<file path="src/rtl/tff_seq_ctrl.sv">
// Button-driven sequencer producing one-cycle toggle enables for a 3-bit TFF bank.
// Optional debouncer on each synchronised button: define TFF_SEQ_DEBOUNCE_EN.
module tff_seq_ctrl #(
    parameter int DIV_MAX   = 4,
    parameter int DIV_W     = 8,
    parameter int DB_CYCLES = 3
) (
    input  logic       sysclk,
    input  logic       reset,
    input  logic       btn_run,
    input  logic       btn_step,
    input  logic       btn_dir,
    input  logic [2:0] q,
    output logic [2:0] t,
    output logic       dir,
    output logic       busy,
    output logic [1:0] state
);

    typedef enum logic [1:0] {
        S_IDLE = 2'b00,
        S_RUN  = 2'b01,
        S_STEP = 2'b10
    } state_t;

    generate
        if (DIV_MAX < 2) begin : g_bad_div
            $error("DIV_MAX must be at least 2");
        end
        if (DIV_MAX - 1 >= (2 ** DIV_W)) begin : g_bad_divw
            $error("DIV_W too narrow for DIV_MAX");
        end
        if (DB_CYCLES < 1) begin : g_bad_db
            $error("DB_CYCLES must be at least 1");
        end
    endgenerate

    // Button vector ordering: bit 0 = run, bit 1 = step, bit 2 = dir.
    logic [2:0] btn_raw;
    logic [2:0] sync1;
    logic [2:0] sync2;
    logic [2:0] level;
    logic [2:0] edge_q;
    logic [2:0] press;

    assign btn_raw = {btn_dir, btn_step, btn_run};

    always_ff @(posedge sysclk or posedge reset) begin
        if (reset) begin
            sync1  <= '0;
            sync2  <= '0;
            edge_q <= '0;
        end else begin
            sync1  <= btn_raw;
            sync2  <= sync1;
            edge_q <= level;
        end
    end

`ifdef TFF_SEQ_DEBOUNCE_EN
    localparam int DB_W = (DB_CYCLES > 1) ? $clog2(DB_CYCLES) : 1;

    logic [DB_W-1:0] db_cnt [3];
    logic [2:0]      db_level;

    // Level follows the synchronised input only after DB_CYCLES consecutive disagreements.
    always_ff @(posedge sysclk or posedge reset) begin
        if (reset) begin
            db_level <= '0;
            for (int i = 0; i < 3; i++) db_cnt[i] <= '0;
        end else begin
            for (int i = 0; i < 3; i++) begin
                if (sync2[i] != db_level[i]) begin
                    if (db_cnt[i] == DB_W'(DB_CYCLES - 1)) begin
                        db_level[i] <= sync2[i];
                        db_cnt[i]   <= '0;
                    end else begin
                        db_cnt[i] <= db_cnt[i] + 1'b1;
                    end
                end else begin
                    db_cnt[i] <= '0;
                end
            end
        end
    end

    assign level = db_level;
`else
    assign level = sync2;
`endif

    assign press = level & ~edge_q;

    logic             press_run;
    logic             press_step;
    logic             press_dir;
    state_t           cur;
    state_t           nxt;
    logic [DIV_W-1:0] div_cnt;
    logic             tick;
    logic             load_t;
    logic [2:0]       pattern;

    assign press_run  = press[0];
    assign press_step = press[1];
    assign press_dir  = press[2];

    always_ff @(posedge sysclk or posedge reset) begin
        if (reset) cur <= S_IDLE;
        else       cur <= nxt;
    end

    // Run beats step when both arrive together in IDLE.
    always_comb begin
        nxt = cur;
        case (cur)
            S_IDLE: begin
                if (press_run)       nxt = S_RUN;
                else if (press_step) nxt = S_STEP;
            end
            S_RUN:   if (press_run) nxt = S_IDLE;
            S_STEP:  nxt = S_IDLE;
            default: nxt = S_IDLE;
        endcase
    end

    always_comb begin
        busy    = (cur == S_RUN);
        tick    = (div_cnt == DIV_W'(DIV_MAX - 1));
        load_t  = ((cur == S_RUN) && tick && !press_run) || (cur == S_STEP);
        pattern = dir ? {~q[0] & ~q[1], ~q[0], 1'b1}
                      : { q[0] &  q[1],  q[0], 1'b1};
    end

    // Pattern uses the current dir, so a same-cycle dir press affects only later pulses.
    always_ff @(posedge sysclk or posedge reset) begin
        if (reset) begin
            div_cnt <= '0;
            t       <= '0;
            dir     <= 1'b0;
        end else begin
            if (cur == S_RUN && !press_run && !tick) div_cnt <= div_cnt + 1'b1;
            else                                     div_cnt <= '0;
            t   <= load_t ? pattern : 3'b000;
            dir <= dir ^ press_dir;
        end
    end

    assign state = cur;

endmodule

</file>
<file path="config.mk">
export PLATFORM = sky130hd
export DESIGN_NAME = tff_seq_ctrl
export DESIGN_NICKNAME = d
export VERILOG_FILES = /design/src/rtl/tff_seq_ctrl.sv
export SDC_FILE = /design/constraint.sdc
export NUM_CORES = 1
export LEC_CHECK = 0
export CAP_MARGIN = 20
export CORE_ASPECT_RATIO = 0.75
export CORE_MARGIN = 3
export CORE_UTILIZATION = 45
export CTS_CLUSTER_DIAMETER = 50
export DETAILED_ROUTE_END_ITERATION = 8
export HOLD_SLACK_MARGIN = 0.12
export PLACE_DENSITY = 0.7
export SKIP_CTS_REPAIR_TIMING = 1
export SLEW_MARGIN = 5
export SYNTH_ARGS = -nofsm -noshare
export SYNTH_HDL_FRONTEND = slang
export SYNTH_SLANG_ARGS = --single-unit
</file>
<file path="constraint.sdc">
create_clock -name sysclk -period 2.41 [get_ports sysclk]
set_input_delay 0.3615 -clock sysclk [delete_from_list [all_inputs] [get_ports sysclk]]
set_output_delay 0.3615 -clock sysclk [all_outputs]
set_load 0.01 [all_outputs]
</file>
Word-level counts from Yosys, hierarchy flattened
Cells that the tools add are included.
- bitwise logic cells: 7
- reductions and logical operators: 9
- $add $sub $neg: 1
- mux-type cells: 7
- equal/unequal tests: 5
- operators by type and width (cell ; number):
    $add A8 B1 Y8 const B ; 1
    $eq A8 B2 Y1 const B ; 1
    $mux W8 ; 1
    $mux W2 ; 3
    $mux W3 ; 2
    $logic_and A1 B1 Y1 ; 4
    $pmux W2 S2 ; 1
    $and A3 B3 Y3 ; 1
    $ne A3 B3 Y1 const B ; 1
    $not A3 Y3 ; 1
    $and A1 B1 Y1 ; 2
    $eq A2 B1 Y1 const B ; 1
    $eq A2 B2 Y1 const B ; 1
    $logic_not A1 Y1 ; 2
    $logic_not A2 Y1 ; 1
    $ne A2 B1 Y1 const B ; 1
    $not A1 Y1 ; 2
    $reduce_and A2 Y1 ; 1
    $logic_or A1 B1 Y1 ; 1
    $xor A1 B1 Y1 ; 1
- logic and storage cells: 36
- bits in registers: 23
- output and inout port bits: 7
- input port bits: 8

Depth between registers and ports, before layout
- word-level depth: 6
- mapped depth: 4
- gate-level depth less buffers: 4

Least setup slack after synthesis
Ideal clock, no wire load.
- kind: register to register
- start: reg div_cnt[0]
- end: reg div_cnt[6]
- stages on the path, launching flop included: 5
- setup time: 0.078 ns
- arrival time: 1.256 ns
- path slack: 1.076 ns
- path buffers: 0
- required time: 2.332 ns
- clock period less this slack: 1.334 ns
- path through: dfrtp_1 > ha_1 > nor3b_1 > a211o_1 > a21oi_1
- cells in the longest elaborated chain, start to end: 4
- elaborated cells on any way between the ends: 5
- classes of those cells: add/sub: 1; eq/ne: 1; mux: 1; reduce/logical: 2
- RTL lines (what ; RTL line ; text):
    from (decl) ; 99 ; logic [DIV_W-1:0] div_cnt;
    from (signal assigned) ; 142 ; if (cur == S_RUN && !press_run && !tick) div_cnt <= div_cnt + 1'b1;
    parallel branches: the longest is 3 deep, another holds $add A8 B1 Y8 ; - ;
    $mux W8 (*) ; 142 ;
Mark *: on every way between the ends.
A chain may end at the register's enable or synchronous reset.

Worst setup path after layout
- start: reg cur[1], in the netlist state[1]
- end: out busy
- cells in the longest elaborated chain, start to end: 1
- RTL lines (what ; RTL line ; text):
    from (decl) ; 97 ; state_t cur;
    from (signal assigned) ; 110 ; else cur <= nxt;
    $eq A2 B1 Y1 ; 128 ; busy = (cur == S_RUN);
    to (decl) ; 16 ; output logic busy,
Every way passes these cells.

==> metrics.yaml <==
critical_path:
  path_class: "reg -> out"
  required_ns: 2.05
  cp-start-kind: "register"
  arrival_ns: 1.53
  critPathMaxFanout: 5
  end_kind: "output pin"
layout:
  fin_area_sq_mm: 0.00107
  regArea_sq_um: 576
  final_common_cell: "dfrtp_1"
  drive_gt1_frac: 0.0769
  nFillCells: 154
  antennaDiodeCount: 0
  final_net_count: 101
  multi_input_area_sq_um: 280
  syn_to_final_growth_pct: 22.3
  final_cell_mix: "dfrtp_1 (23), clkdlybuf4s50_1 (13), nor2_1 (9)"
die:
  num_rows: 13
  initial_utilization: 0.489
  die_w_um: 56.9
  dieArea_sq_mm: 0.00251
  ios: 15
  die_y_um: 44.2
  coreArea_sq_mm: 0.00179
global_routing:
  grt_pass1_vias: 554
  antenna_found_initial: 0
  overflow: 0
  gr-usage-all-layers: 0.127
  grt_pass1_wl_um: 2390
  grt_max_degree: 24
routing:
  drtIter0Drc: 10
  wirelength_um: 1310
  viasPerCell: 5.11
  ant_nets: 0
  avgRoutedWirePerCell_um: 11.6
  drt_pass1_iterations: 4
  vias: 577
  drcViolationCount: 0
cts:
  cts-root-buf: "clkbuf_4"
  h-tree-depth: 1
  clkTransAtPathRegs_ns: 0.12
  cts_max_path_buffers: 2
  cts_sinks: 23
  numCtsBuffers: 3
  cts_tree: "yes"
  clkLatencyLatePin_ns: 0.31
sta:
  slew_headroom: 0.733
  finalSetupTns_ns: 0
  post-route-period-util: 0.785
  fin_ws_ns: 0.517
  fin_skew_ns: 0.000800
  finalSetupViolCount: 0
  rsz0062_at_grt: "false"
  fin_crit_ns: 1.89
  finalHoldViolCount: 0
  worst_pin_slew_ns: 0.397
  fmax_ghz: 0.528
  maxSlewViolCount: 0
power_and_ir_drop:
  intPower_w: 0.000608
  switchingPower_w: 0.000258
  comb_power_share: 0.239
  netSwitchingFraction: 0.298
  p_seq_frac: 0.556
  irDropWorstVdd_uv: 536
  power_density_mw_per_mm2: 809
  clock_power_share: 0.205
  p_leak_nw: 0.475
placed_design:
  portBuffers: 13
  pre_cts_ws_ns: 0.863
  place.gp.congestion: 0.830
  placed_cell_area_sq_mm: 0.00104
  hpwl_um: 1000
yosys:
  syn_inst: 73
  yosysWarnings: 0
  seq_area_frac_synth: 0.658
  synth_area_sq_um: 875
  syn_nets: 82
  syn_area_per_cell_sq_um: 12.0
  synth_cell_type_count: 22
  ys_ff_latch: 23
worst_hold_path:
  hp-class: "in -> async"
flow_run:
  drv_cap: 0
outcome:
  outcome: "finished, final reports clean"
[power groups by stage]
stage | clock network [W] | registers (W) | logic [W]
floorplan | 0 | 0.000491 | 0.000104
global placement | 0 | 0.000486 | 0.000207
detailed placement | 0 | 0.000489 | 0.000211
CTS | 0.000187 | 0.000482 | 0.000210
global route | 0.000205 | 0.000490 | 0.000227
finish | 0.000178 | 0.000481 | 0.000207
[worst max-delay path, cell delays in order, from the launching register on]
cell and delay (ns):
dfrtp_1 0.43, nand2b_1 0.17, inv_1 0.09, clkdlybuf4s50_1 0.54
[kinds of logic (layout without fill, tap and decap cells)]
family	count (synthesis)	count (layout)	synth area share
buffers and inverters	5	23	0.0215
AO/OA/AOI/OAI	9	9	0.0644
flip-flops	23	23	0.658
adder cells (fa/ha/maj)	1	1	0.0143
XOR/XNOR	6	6	0.0601
AND/OR/NAND/NOR	29	29	0.182
[per-layer routing]
layer,share of wire,vias up,wire length (um),GRT usage
li1,-,281,-,-
met1,0.45,281,585,0.149
met2,0.49,15,641,0.221
met3,0.063,0,82,0.0466
met4,0,0,0,0.0417
met5,0,-,0,0
[area by class of cell]
type	count	share of cell area
Tap cell	22	0.0257
Inverter	5	0.0175
Timing Repair Buffer	14	0.129
Clock inverter	1	0.00702
Clock buffer	3	0.0211
Multi-Input combinational cell	45	0.262
Sequential cell	23	0.538
[sequential cells by signal (all words and copies together), names as in the netlist]
register	flops
level	3
div_cnt	8
sync1	3
t	3
dir	1
edge_q	3
state	2
[stage by stage]
step / instances / hold slack (ns) / util / total power, W
2_1_floorplan: 73 / 0.331 / - / 0.000594
3_3_place_gp: 109 / 0.333 / 0.581 / 0.000692
3_5_place_dp: 109 / 0.339 / 0.581 / 0.000700
4_1_cts: 113 / 0.363 / 0.598 / 0.000879
5_1_grt: 113 / 0.379 / 0.598 / 0.000923
6_report: 113 / 0.362 / 0.598 / 0.000866
[synth_stat cells]
cell type,number,area share
nor3_1,1,0.0057
and3b_1,1,0.010
ha_1,1,0.014
nor2_1,9,0.039
nand3b_1,1,0.0086
xnor2_1,4,0.040
a211o_1,1,0.010
nand4_2,1,0.014
or3_1,3,0.021
a21oi_2,1,0.010
dfrtp_1,23,0.66
o21ai_0,3,0.017
nor2b_1,2,0.014
a21oi_1,3,0.017
a41oi_1,1,0.010
nand2b_1,3,0.021
nand2_1,2,0.0086
nand3_1,4,0.023
inv_1,5,0.021
xor2_1,2,0.020
nor3b_1,1,0.0086
nor4_1,1,0.0072
[final timing paths]
check | startpoint | end | cells past startpoint | slack, ns
min in group sysclk | sync1[2]$_DFF_PP0_ | level[2]$_DFF_PP0_ | 0 | 0.37
worst max-delay path | state[1]$_DFFE_PP0P_ | busy | 3 | 0.52
max in group asynchronous | reset | div_cnt[5]$_DFF_PP0_ | 3 | 1.84
worst min-delay path | reset | sync1[0]$_DFF_PP0_ | 3 | 0.36
worst max register to register | div_cnt[0]$_DFF_PP0_ | div_cnt[6]$_DFF_PP0_ | 4 | 0.91
worst min register to register | sync1[2]$_DFF_PP0_ | level[2]$_DFF_PP0_ | 0 | 0.37
(Power assumes the default switching activity.)
